File: src/rtl/vde_timing_pkg.sv
// Shared raster timing constants and helpers for the VDE video output stage.
// Defaults describe standard 640x480@60 timing on a 25.175 MHz pixel clock.
package vde_timing_pkg;

  localparam int DEF_H_ACTIVE = 640;
  localparam int DEF_H_FP     = 16;
  localparam int DEF_H_SYNC   = 96;
  localparam int DEF_H_BP     = 48;
  localparam int DEF_V_ACTIVE = 480;
  localparam int DEF_V_FP     = 10;
  localparam int DEF_V_SYNC   = 2;
  localparam int DEF_V_BP     = 33;

  localparam logic [23:0] DEF_UNDERRUN_RGB = 24'hFF00FF;

  // Counter widths cover the default 800 x 525 raster.
  localparam int H_CNT_W = 11;
  localparam int V_CNT_W = 10;

  typedef struct packed {
    logic active;
    logic hsync;
    logic vsync;
  } vde_region_t;

  function automatic int timing_total(input int active, input int fp,
                                      input int sync, input int bp);
    return active + fp + sync + bp;
  endfunction

endpackage

File: src/rtl/vde_timing_gen.sv
// Raster counters, region decode and frame-parity toggle for the video output.
// Region flags are active-high; sync polarity is applied by the output registers.
module vde_timing_gen
  import vde_timing_pkg::*;
#(
  parameter int H_ACTIVE = DEF_H_ACTIVE,
  parameter int H_FP     = DEF_H_FP,
  parameter int H_SYNC   = DEF_H_SYNC,
  parameter int H_BP     = DEF_H_BP,
  parameter int V_ACTIVE = DEF_V_ACTIVE,
  parameter int V_FP     = DEF_V_FP,
  parameter int V_SYNC   = DEF_V_SYNC,
  parameter int V_BP     = DEF_V_BP
) (
  input  logic               clk_i,
  input  logic               rstn_i,
  output vde_region_t        region_o,
  output logic               frame_idx_o,
  output logic [V_CNT_W-1:0] v_cnt_o
);

  localparam int H_TOTAL = timing_total(H_ACTIVE, H_FP, H_SYNC, H_BP);
  localparam int V_TOTAL = timing_total(V_ACTIVE, V_FP, V_SYNC, V_BP);

  localparam logic [H_CNT_W-1:0] H_LAST   = H_CNT_W'(H_TOTAL - 1);
  localparam logic [H_CNT_W-1:0] H_ACT    = H_CNT_W'(H_ACTIVE);
  localparam logic [H_CNT_W-1:0] HS_BEGIN = H_CNT_W'(H_ACTIVE + H_FP);
  localparam logic [H_CNT_W-1:0] HS_END   = H_CNT_W'(H_ACTIVE + H_FP + H_SYNC);

  localparam logic [V_CNT_W-1:0] V_LAST   = V_CNT_W'(V_TOTAL - 1);
  localparam logic [V_CNT_W-1:0] V_ACT    = V_CNT_W'(V_ACTIVE);
  localparam logic [V_CNT_W-1:0] VS_BEGIN = V_CNT_W'(V_ACTIVE + V_FP);
  localparam logic [V_CNT_W-1:0] VS_END   = V_CNT_W'(V_ACTIVE + V_FP + V_SYNC);

  logic [H_CNT_W-1:0] h_cnt;
  logic [V_CNT_W-1:0] v_cnt;
  logic               frame_idx;

  // Parity flips on the first cycle of vblank, giving upstream the whole
  // blanking interval to restart before line 0.
  always_ff @(posedge clk_i or negedge rstn_i) begin
    if (!rstn_i) begin
      h_cnt     <= '0;
      v_cnt     <= '0;
      frame_idx <= 1'b0;
    end else begin
      if (h_cnt == H_LAST) begin
        h_cnt <= '0;
        v_cnt <= (v_cnt == V_LAST) ? '0 : v_cnt + V_CNT_W'(1);
      end else begin
        h_cnt <= h_cnt + H_CNT_W'(1);
      end
      if ((h_cnt == '0) && (v_cnt == V_ACT)) begin
        frame_idx <= ~frame_idx;
      end
    end
  end

  always_comb begin
    region_o        = '0;
    region_o.active = (h_cnt < H_ACT) && (v_cnt < V_ACT);
    region_o.hsync  = (h_cnt >= HS_BEGIN) && (h_cnt < HS_END);
    region_o.vsync  = (v_cnt >= VS_BEGIN) && (v_cnt < VS_END);
  end

  assign frame_idx_o = frame_idx;
  assign v_cnt_o     = v_cnt;

endmodule

File: src/rtl/vde_video_out.sv
// VDE pixel pipeline sink: accepts RGB pixels in lock-step with raster timing,
// registers sync/DE/colour, and flags missing pixels through a sticky underrun bit.
module vde_video_out
  import vde_timing_pkg::*;
#(
  parameter int          H_ACTIVE     = DEF_H_ACTIVE,
  parameter int          H_FP         = DEF_H_FP,
  parameter int          H_SYNC       = DEF_H_SYNC,
  parameter int          H_BP         = DEF_H_BP,
  parameter int          V_ACTIVE     = DEF_V_ACTIVE,
  parameter int          V_FP         = DEF_V_FP,
  parameter int          V_SYNC       = DEF_V_SYNC,
  parameter int          V_BP         = DEF_V_BP,
  parameter bit          SYNC_NEG     = 1'b1,
  parameter logic [23:0] UNDERRUN_RGB = DEF_UNDERRUN_RGB
) (
  input  logic        clk_i,
  input  logic        rstn_i,
  input  logic        pixel_valid_i,
  input  logic [23:0] pixel_data_i,
  output logic        pixel_ready_o,
  output logic        frame_idx_o,
  input  logic        underrun_clr_i,
  output logic        underrun_o,
  output logic        hsync_o,
  output logic        vsync_o,
  output logic        de_o,
  output logic [23:0] rgb_o,
  output logic [9:0]  line_o
);

  vde_region_t        region;
  logic [V_CNT_W-1:0] v_cnt;
  logic               underrun_evt;

  vde_timing_gen #(
    .H_ACTIVE (H_ACTIVE),
    .H_FP     (H_FP),
    .H_SYNC   (H_SYNC),
    .H_BP     (H_BP),
    .V_ACTIVE (V_ACTIVE),
    .V_FP     (V_FP),
    .V_SYNC   (V_SYNC),
    .V_BP     (V_BP)
  ) u_timing (
    .clk_i       (clk_i),
    .rstn_i      (rstn_i),
    .region_o    (region),
    .frame_idx_o (frame_idx_o),
    .v_cnt_o     (v_cnt)
  );

  // Counters sit at (0,0) during reset, so ready must also be gated by reset.
  assign pixel_ready_o = region.active & rstn_i;
  assign underrun_evt  = region.active & ~pixel_valid_i;
  assign line_o        = v_cnt;

  // A missing pixel is replaced by the marker colour; its slot is not retried.
  always_ff @(posedge clk_i or negedge rstn_i) begin
    if (!rstn_i) begin
      de_o       <= 1'b0;
      rgb_o      <= '0;
      hsync_o    <= SYNC_NEG;
      vsync_o    <= SYNC_NEG;
      underrun_o <= 1'b0;
    end else begin
      de_o    <= region.active;
      hsync_o <= region.hsync ^ SYNC_NEG;
      vsync_o <= region.vsync ^ SYNC_NEG;
      if (!region.active) begin
        rgb_o <= '0;
      end else if (pixel_valid_i) begin
        rgb_o <= pixel_data_i;
      end else begin
        rgb_o <= UNDERRUN_RGB;
      end
      if (underrun_evt) begin
        underrun_o <= 1'b1;
      end else if (underrun_clr_i) begin
        underrun_o <= 1'b0;
      end
    end
  end

endmodule

File: config.mk
export PLATFORM = sky130hd
export DESIGN_NAME = vde_video_out
export DESIGN_NICKNAME = d
export VERILOG_FILES = /design/src/rtl/vde_timing_pkg.sv /design/src/rtl/vde_timing_gen.sv /design/src/rtl/vde_video_out.sv
export SDC_FILE = /design/constraint.sdc
export NUM_CORES = 1
export LEC_CHECK = 0
export ABC_AREA = 1
export CAP_MARGIN = 20
export CORE_MARGIN = 3
export CORE_UTILIZATION = 47
export DETAILED_ROUTE_END_ITERATION = 12
export HOLD_SLACK_MARGIN = 0.08
export PLACE_DENSITY = 0.78
export SLEW_MARGIN = 20
export SYNTH_ARGS = -nofsm -noshare
export SYNTH_HDL_FRONTEND = slang
export SYNTH_SLANG_ARGS = --single-unit
File: constraint.sdc
create_clock -name clk_i -period 1.84 [get_ports clk_i]
set_clock_uncertainty 0.1 [all_clocks]
set_input_delay 0.368 -clock clk_i [delete_from_list [all_inputs] [get_ports clk_i]]
set_output_delay 0.368 -clock clk_i [all_outputs]
set_load 0.02 [all_outputs]
==> results.py <==
metrics = {
    "power_and_ir_drop": {
        "power.density_nw_per_um2": 674.7,
        "ir_worst_vdd_mv": 0.5708,
        "leakage_nw": 1.563,
    },
    "critical_path": {
        "reg2reg_from": "u_timing.h_cnt[0]",
        "cpPeakStageDelay_ns": 0.45,
        "cp.arrival_ns": 1.31,
        "r2r_end": "u_timing.h_cnt[10]",
        "rrSetupSlack_ns": 0.19,
        "worstPathMaxFanout": 5,
        "cp.required_ns": 1.37,
        "slowest_stage": "dfrtp_1",
        "path_cells": "nand4_1 > nand3_2 > nor2_1 > buf_4",
        "cp_top_family": "flip-flops",
        "endpoint": "pixel_ready_o",
        "path_buf_inv": 1,
        "worst_setup_path_end_kind": "output port",
        "crit_cells": 4,
        "reg2regPathDepth": 7,
        "startpoint_type": "flop",
        "cp-startpoint": "u_timing.v_cnt_o[7]",
        "path_class": "flop to output port",
    },
    "finish": {
        "fillers": 356,
        "area_growth_pct": 38.54,
        "fin_util_pct": 70.42,
        "diodes": 0,
        "final_layout_size_suffix_gt1_share_pct": 10.76,
        "nets": 375,
        "fin_cells": 409,
    },
    "clocking": {
        "cts_tree": "yes",
        "hold_buffers": 0,
        "insertion_delay_ns": 0.31,
        "clock-sinks": 50,
        "cts-htree-levels": 2,
        "path_clk_slew_ns": 0.10,
        "clockBufferDepth": 2,
        "cts_buffers": 5,
        "root_buffer": "clkbuf_8",
    },
    "synthesis": {
        "synth_area_um2": 2305,
        "synth_seq_cells": 50,
        "synthCells": 267,
        "yosysWarnings": 0,
        "synth_ff_type": "dfrtp_1",
        "async_flop_share_pct": 100.0,
        "synth_cell_types": 31,
        "syn_nets": 299,
        "synth.yosys.seq_area_share_pct": 54.40,
        "synth_edf_count": 0,
        "syn_avg_cell_area_um2": 8.632,
    },
    "floorplan": {
        "dieHeight_um": 76.03,
        "fp.dieW_um": 76.03,
        "coreArea_um2": 4534,
        "top_level_ports": 68,
        "die_area_um2": 5780,
        "core.rowCount": 24,
        "initial_core_util_pct": 50.83,
    },
    "sta": {
        "whs_ns": 0.07071,
        "clock.fmax_ghz": 0.5639,
        "tns_ns": 0,
        "final.period_utilization_pct": 96.38,
        "slew_viol_final": 0,
        "finalCriticalPeriod_ns": 1.773,
        "worstMarginPinSlew_ns": 0.6007,
        "rsz0062_at_grt": "no",
        "final_hold_viol_count": 0,
        "setup_viol": 0,
        "relSlewSlack_pct": 59.96,
    },
    "hold_path": {
        "min-delay-path-class": "input port to asynchronous set/reset pin",
    },
    "routing": {
        "vias_per_cell": 4.822,
        "num_vias": 1972,
        "ant_nets": 0,
        "met2RoutedLength_mm": 2.343,
        "wirelength_mm": 5.323,
        "drcViolationCount": 0,
        "drtPass1Iterations": 5,
        "routedWlPerCell_um": 13.01,
        "top_layer": "met4",
        "drtIter0Drc": 90,
        "wl_met3_um": 723,
        "m1WireLength_mm": 2.169,
    },
    "outcome": {
        "outcome": "finished clean",
    },
    "placement": {
        "place.gp.congestion": 0.8811,
        "hpwl_mm": 4.051,
        "io_buffers": 67,
        "post-place-cells": 398,
    },
    "job": {
        "cap_viol_max_count": 0,
    },
    "global_routing": {
        "grt_pass1_vias": 1915,
        "grt_usage_pct": 19.52,
        "grt_antenna_before_repair": 0,
        "grt_start_max_net_pins": 51,
        "grt_pass1_wl_mm": 9.080,
        "grt-ovfl-total": 0,
    },
}
[cells in the mapped netlist, types with 2 or more instances]
| cell | n | area (µm²) |
|---|---|---|
| nor2_1 | 66 | 247.7 |
| dfrtp_1 | 48 | 1201 |
| nand2_1 | 46 | 172.7 |
| inv_1 | 34 | 127.6 |
| nand3_1 | 13 | 65.06 |
| xor2_1 | 6 | 52.55 |
| nand2_2 | 5 | 31.28 |
| nor3_1 | 5 | 25.02 |
| o21ai_1 | 5 | 25.02 |
| buf_2 | 4 | 20.02 |
| ha_1 | 4 | 50.05 |
| nand4_1 | 4 | 25.02 |
| a21oi_1 | 3 | 15.01 |
| o21ai_0 | 3 | 15.01 |
| dfstp_2 | 2 | 52.55 |
| nand3_2 | 2 | 20.02 |
| nor4_1 | 2 | 12.51 |
| xnor2_1 | 2 | 17.52 |
[cells in the final DEF, fill, tap and decap left out, types with 2 or more instances in the layout]
cell type / instances
nor2_1: 66
clkdlybuf4s50_1: 55
nand2_1: 46
dfrtp_1: 44
inv_1: 34
nand3_1: 13
buf_4: 10
dlygate4sd2_1: 9
xor2_1: 6
nor3_1: 5
nand2_2: 5
o21ai_1: 5
clkbuf_8: 5
nand4_1: 4
ha_1: 4
dfrtp_2: 4
a21oi_1: 3
nand3_2: 2
nor4_1: 2
o21ai_0: 2
xnor2_1: 2
inv_6: 2
dfstp_2: 2
[worst min path at each step]
stage	startpoint	to	slack (ns)	cells after the start
final	rstn_i	u_timing.v_cnt_o[7]	0.07	2
after global routing	rstn_i	u_timing.h_cnt[9]	0.13	2
after CTS	rstn_i	u_timing.v_cnt_o[1]	0.10	2
after detailed placement	u_timing.h_cnt[0]	u_timing.h_cnt[0]	0.40	1
after global placement	u_timing.h_cnt[0]	u_timing.h_cnt[0]	0.39	1
after floorplan	rstn_i	de_o	-0.03	0
[per-layer routing]
metal	GRT usage, %	up-vias
met5	0	-
met4	6.522	0
met3	10.28	10
met2	29.26	82
met1	24.30	901
li1	-	979
[area by class of cell]
type	instances	area (µm²)	area share, %
clock inverters	3	47.55	1.489
well taps	65	81.33	2.547
clock buffers	5	68.82	2.155
multi-input cells	176	887.1	27.78
flip-flops and latches	50	1259	39.42
repair buffers	76	721.9	22.61
inverters	34	127.6	3.997
[state kept, by name (all words and copies together), names as in the netlist]
signal                flops
de_o                      1
hsync_o                   1
rgb_o                    24
u_timing.frame_idx_o      1
u_timing.h_cnt           11
u_timing.v_cnt_o         10
underrun_o                1
vsync_o                   1
[cells by family (layout without fill, tap and decap cells)]
| logic type | count (synthesis) | after routing | synth area share, % |
|---|---|---|---|
| XOR/XNOR | 8 | 8 | 3.040 |
| buffers and inverters | 41 | 118 | 7.274 |
| AND/OR/NAND/NOR | 149 | 149 | 29.48 |
| AO/OA/AOI/OAI | 15 | 15 | 3.637 |
| adder cells (fa/ha/maj) | 4 | 4 | 2.172 |
| flip-flops | 50 | 50 | 54.40 |
[what timing repair did]
action,in CTS,in global routing
setup buffers,1,2
hold endpoints to repair,0,0
setup endpoints to repair,10,3
cloned,0,0
gates resized for setup,10,6
pin swaps,1,1
[stage by stage]
stage / total power, mW / cell area, µm² / setup slack, ns
after floorplan: 1.227 / 2305 / 0.1580
after global placement: 1.374 / 3054 / 0.2591
final: 2.154 / 3193 / 0.06666
after detailed placement: 1.377 / 3054 / 0.1927
after global routing: 2.230 / 3193 / 0.007900
after CTS: 2.175 / 3167 / 0.01219
[power breakdown]
part           total (mW)  internal, mW  switching, mW  leakage, nW
logic               0.219         0.114          0.105        0.909
registers            1.13          1.13        0.00751        0.594
clock network       0.802         0.415          0.387       0.0591
total                2.15          1.65          0.500         1.56
(Power assumes the default switching activity.)
